--- config.mk ---
export PLATFORM = sky130hd
export DESIGN_NAME = alu_share_arb
export DESIGN_NICKNAME = d
export VERILOG_FILES = /design/src/rtl/alu_share_arb.sv
export SDC_FILE = /design/constraint.sdc
export NUM_CORES = 1
export LEC_CHECK = 0
export ABC_CLOCK_PERIOD_IN_PS = 2590
export CORE_AREA = 2 2 109 111
export DETAILED_ROUTE_END_ITERATION = 7
export DIE_AREA = 0 0 111 113
export PLACE_DENSITY = 0.72
export SKIP_CTS_REPAIR_TIMING = 1
export SYNTH_ARGS = -nofsm -noshare
export SYNTH_HDL_FRONTEND = slang
export SYNTH_SLANG_ARGS = --single-unit
--- constraint.sdc ---
create_clock -name clk_i -period 2.59 [get_ports clk_i]
set_clock_uncertainty 0.2 [all_clocks]
set_input_delay 0.518 -clock clk_i [delete_from_list [all_inputs] [get_ports clk_i]]
set_output_delay 0.518 -clock clk_i [all_outputs]
set_load 0.02 [all_outputs]
--- src/rtl/alu_share_arb.sv ---
// Two-requester arbiter in front of one shared ALU: round-robin with a stall lock,
// plus a registered 1-entry response buffer tagged with the owning requester.
module alu_share_arb #(
   parameter int XLEN       = 32,
   parameter bit PRIO_RESET = 1'b0
) (
   input  logic            clk_i,
   input  logic            rst_ni,
   input  logic            flush_i,
   input  logic            r0_valid_i,
   output logic            r0_ready_o,
   input  logic [4:0]      r0_aluc_i,
   input  logic [XLEN-1:0] r0_a_i,
   input  logic [XLEN-1:0] r0_b_i,
   input  logic            r1_valid_i,
   output logic            r1_ready_o,
   input  logic [4:0]      r1_aluc_i,
   input  logic [XLEN-1:0] r1_a_i,
   input  logic [XLEN-1:0] r1_b_i,
   output logic [4:0]      alu_aluc_o,
   output logic [XLEN-1:0] alu_a_o,
   output logic [XLEN-1:0] alu_b_o,
   input  logic [XLEN-1:0] alu_result_i,
   output logic            rsp_valid_o,
   input  logic            rsp_ready_i,
   output logic            rsp_id_o,
   output logic [XLEN-1:0] rsp_result_o
);

   typedef struct packed {
      logic [4:0]      aluc;
      logic [XLEN-1:0] a;
      logic [XLEN-1:0] b;
   } req_t;

   req_t [1:0] req;
   logic [1:0] vld;

   assign req[0] = '{aluc: r0_aluc_i, a: r0_a_i, b: r0_b_i};
   assign req[1] = '{aluc: r1_aluc_i, a: r1_a_i, b: r1_b_i};
   assign vld    = {r1_valid_i, r0_valid_i};

   logic            prio_q, prio_d;
   logic            lock_q, lock_d;
   logic            lock_id_q, lock_id_d;
   logic            rsp_valid_q, rsp_valid_d;
   logic            rsp_id_q, rsp_id_d;
   logic [XLEN-1:0] rsp_result_q, rsp_result_d;

   logic       win_vld, win_id;
   logic       can_accept, fire;
   logic [1:0] rdy;

   // A locked winner only counts while it still asserts valid; a dropped
   // valid leaves no winner and the lock falls away on the next edge.
   always_comb begin
      win_vld = 1'b0;
      win_id  = 1'b0;
      if (lock_q) begin
         win_id  = lock_id_q;
         win_vld = vld[lock_id_q];
      end else if (vld == 2'b01) begin
         win_vld = 1'b1;
      end else if (vld == 2'b10) begin
         win_vld = 1'b1;
         win_id  = 1'b1;
      end else if (vld == 2'b11) begin
         win_vld = 1'b1;
         win_id  = prio_q;
      end
   end

   assign can_accept = !rsp_valid_q || rsp_ready_i;
   assign rdy[0]     = can_accept && win_vld && !win_id && !flush_i && rst_ni;
   assign rdy[1]     = can_accept && win_vld &&  win_id && !flush_i && rst_ni;
   assign fire       = |rdy;

   assign r0_ready_o = rdy[0];
   assign r1_ready_o = rdy[1];
   assign alu_aluc_o = win_vld ? req[win_id].aluc : 5'b00000;
   assign alu_a_o    = win_vld ? req[win_id].a    : '0;
   assign alu_b_o    = win_vld ? req[win_id].b    : '0;

   always_comb begin
      prio_d       = prio_q;
      lock_d       = 1'b0;
      lock_id_d    = lock_id_q;
      rsp_valid_d  = rsp_valid_q;
      rsp_id_d     = rsp_id_q;
      rsp_result_d = rsp_result_q;
      if (flush_i) begin
         rsp_valid_d = 1'b0;
      end else begin
         if (fire) begin
            rsp_valid_d  = 1'b1;
            rsp_id_d     = win_id;
            rsp_result_d = alu_result_i;
            prio_d       = ~win_id;
         end else if (rsp_ready_i) begin
            rsp_valid_d = 1'b0;
         end
         if (win_vld && !can_accept) begin
            lock_d    = 1'b1;
            lock_id_d = win_id;
         end
      end
   end

   always_ff @(posedge clk_i) begin
      if (!rst_ni) begin
         prio_q       <= PRIO_RESET;
         lock_q       <= 1'b0;
         lock_id_q    <= 1'b0;
         rsp_valid_q  <= 1'b0;
         rsp_id_q     <= 1'b0;
         rsp_result_q <= '0;
      end else begin
         prio_q       <= prio_d;
         lock_q       <= lock_d;
         lock_id_q    <= lock_id_d;
         rsp_valid_q  <= rsp_valid_d;
         rsp_id_q     <= rsp_id_d;
         rsp_result_q <= rsp_result_d;
      end
   end

   assign rsp_valid_o  = rsp_valid_q;
   assign rsp_id_o     = rsp_id_q;
   assign rsp_result_o = rsp_result_q;

endmodule

==> results.sh, run 1 <==
export IMPL_synth_async_sr_flop_share=0
export IMPL_fin_crit_sh=0.972
export IMPL_num_io_pins=281
export IMPL_synthAdderAreaFrac=0
export IMPL_path_cells="clkdlybuf4s50_1, nand2b_2, a211oi_4, nand2_1, nor2_1, clkbuf_2"
export IMPL_wl_per_cell_um=16.8
export IMPL_slowest_delay_ns=0.42
export IMPL_grt_pass1_wl_mm=18.3
export IMPL_htreeDepth=2
export IMPL_drt_antenna_violating_nets=0
export IMPL_cap_viol_max_count=0
export IMPL_dieArea_mm2=0.0125
export IMPL_mostFrequentLayoutCell="clkdlybuf4s50_1"
export IMPL_fin_crit_ns=2.52
export IMPL_ir_drop_mv=0.361
export IMPL_place_hpwl_mm=9.14
export IMPL_cts_root_buf="clkbuf_16"
export IMPL_grt_pass1_vias=3709
export IMPL_portBuffers=280
export IMPL_fin_ws_ns=0.0717
export IMPL_r2r_setup_slack_ns=0.44
export IMPL_power_mw=2.41
export IMPL_hold_start="rsp_result_o[8]$_SDFFE_PN0P_"
export IMPL_final_area_mm2=0.00581
export IMPL_pwr_density_cell_mw_per_mm2=416
export IMPL_syn_num_nets=580
export IMPL_coreArea_mm2=0.0113
export IMPL_clk_insertion_delay_late_ns=0.27
export IMPL_worst_setup_path_type="in2out"
export IMPL_multi_input_area_mm2=0.00164
export IMPL_r2r_end="rsp_id_o$_SDFFE_PN0P_"
export IMPL_cts_buffers=5
export IMPL_worst_r2r_path_depth=7
export IMPL_clk_path_buf_depth=2
export IMPL_syn_area_mm2=0.00239
export IMPL_crit_fanout=3
export IMPL_netlist_instances=404
export IMPL_place_congestion=0.884
export IMPL_dp_cells=806
export IMPL_arrival_ns=1.80
export IMPL_synth_top_cell_area_share=0.310
export IMPL_synth_main_ff_cell="dfxtp_1"
export IMPL_nets=864
export IMPL_regToRegStartpoint="lock_q$_SDFF_PP0_"
export IMPL_slew_headroom=0.749
export IMPL_fmax_ghz=0.397
export IMPL_wirelength_mm=14.0
export IMPL_grt_max_degree=44
export IMPL_num_antenna_cells=0
export IMPL_initial_utilization=0.212
export IMPL_synth_distinct_cells=24
export IMPL_via_count=3973
export IMPL_cts_tree="built"
export IMPL_avgSynthCellArea_um2=5.91
export IMPL_track_usage=0.173
export IMPL_num_rows=39
export IMPL_hold_depth=2
export IMPL_layout_common_cells="clkdlybuf4s50_1, nand2_1, buf_4"
export IMPL_finalSetupTns_ns=0
export IMPL_synth_mux_area_fraction=0
export IMPL_min_delay_worst_endpoint="rsp_result_o[8]$_SDFFE_PN0P_"
export IMPL_drive_gt1_frac=0.221
export IMPL_syn_to_final_growth_pct=143
export IMPL_stdcell_count=832
export IMPL_yosys_area_top_type="dfxtp_1"
export IMPL_hold_violations=0
export IMPL_drc=0
export IMPL_antenna_found_initial=0
export IMPL_drt_initial_drc_count=191
export IMPL_die_h_um=113
export IMPL_num_fill_cells=1101
export IMPL_dr_pass1_iters=4
export IMPL_setup_viol=0
export IMPL_ys_ff_latch=37
export IMPL_ff_latch_area_um2=741
export IMPL_cp_end_kind="output port"
export IMPL_start_kind="input port"
export IMPL_hold_ws_ns=0.247
export IMPL_worst_slew_pin_slew_ns=0.377
export IMPL_via_per_inst=4.78
export IMPL_synthSimpleGateAreaFrac=0.362
export IMPL_drv_slew=0
export IMPL_place_area_mm2=0.00541
export IMPL_dieWidth_um=111
export IMPL_hold_class="reg2reg"
export IMPL_yosys_warnings=0
export IMPL_synthTopCellsByArea="dfxtp_1, nand2_1, a21oi_1, nand3_1, o21ai_1"
export IMPL_cts_sinks=37
export IMPL_synth_compound_area_share=0.248
export IMPL_synthXorXnorAreaFrac=0
export IMPL_grt_overflow=0
export IMPL_p_leak_nw=2.45
export IMPL_synth_top_family_by_area="simple AND/OR/NAND/NOR gates"
export IMPL_outcome="finished, final reports clean"
export IMPL_synth_edf_count=0
export IMPL_worstPathRequired_ns=1.87
export IMPL_ys_seq_area_frac=0.310
export IMPL_post_place_ws_ns=-0.799
export IMPL_final_util=0.515
export IMPL_clkTransAtPathRegs_ns=0.06
export IMPL_worst_path_max_delay_cell="clkdlybuf4s50_1"
[registers in the layout (all words and copies together), names as in the netlist]
name / cells
lock_q: 1
lock_id_q: 1
prio_q: 1
rsp_result_o: 32
rsp_valid_o: 1
rsp_id_o: 1
[Yosys cell counts (all sizes together) (2+ instances only)]
cell type and number:
a21oi 70, buf 14, clkbuf 24, dfxtp 37
inv 3, nand2 173, nand2b 3, nand3 33
nor2 2, o21ai 34
[kinds of logic after synthesis]
group                  after synthesis
AOI/OAI and AO/OA                  111
and+or+nand+nor                    215
buffers and inverters               41
DFF                                 37
[worst max-delay path: cells and delay by family]
| family | cells | cell delay [ns] |
|---|---|---|
| buffers and inverters | 2 | 0.62 |
| AND/OR/NAND/NOR | 3 | 0.41 |
| AO/OA/AOI/OAI | 1 | 0.24 |
[power by group]
part           total [mW]  switching (mW)  internal, mW
clock network       0.651           0.238         0.413
registers           0.631          0.0224         0.609
logic                1.13           0.539         0.594
total                2.41           0.799          1.62
[worst max-delay path by stage]
stage	startpoint	to	slack, ns	cells past startpoint
2_1_floorplan	rst_ni	r1_ready_o	0.17	6
6_report	flush_i	r1_ready_o	0.07	6
4_1_cts	r0_valid_i	alu_b_o[13]	-0.81	7
5_1_grt	flush_i	r1_ready_o	-0.0006	6
3_5_place_dp	r0_valid_i	alu_b_o[13]	-0.80	7
3_3_place_gp	r0_valid_i	alu_b_o[13]	-0.75	7
[layout make-up]
type                            count  share of cell area
Sequential cell                    37               0.128
Inverter                            3             0.00194
Multi-Input combinational cell    327               0.282
Timing Repair Buffer              314               0.530
Tap cell                          143              0.0308
Clock inverter                      1             0.00151
Clock buffer                        7              0.0263
[layer usage]
layer	GRT usage	share of wire
met1	0.188	0.39
met4	0.0408	0.019
met3	0.0509	0.093
met5	0	0
met2	0.330	0.49
(Power assumes the default switching activity.)
==> inputs of run 2 (changes only) <==
--- a/config.mk
+++ b/config.mk
@@ -11,6 +11,7 @@
 export DIE_AREA = 0 0 111 113
 export PLACE_DENSITY = 0.72
 export SKIP_CTS_REPAIR_TIMING = 1
+export SLEW_MARGIN = 20
 export SYNTH_ARGS = -nofsm -noshare
 export SYNTH_HDL_FRONTEND = slang
 export SYNTH_SLANG_ARGS = --single-unit
==> results of run 2 <==
The final DEF is identical to that of run 1; final timing and power are the same.
==> inputs of run 3 (changes only) <==
--- a/config.mk
+++ b/config.mk
@@ -5,7 +5,6 @@
 export SDC_FILE = /design/constraint.sdc
 export NUM_CORES = 1
 export LEC_CHECK = 0
-export ABC_CLOCK_PERIOD_IN_PS = 2590
 export CORE_AREA = 2 2 109 111
 export DETAILED_ROUTE_END_ITERATION = 7
 export DIE_AREA = 0 0 111 113
==> results of run 3 <==
The final DEF is identical to that of run 1; final timing and power are the same.
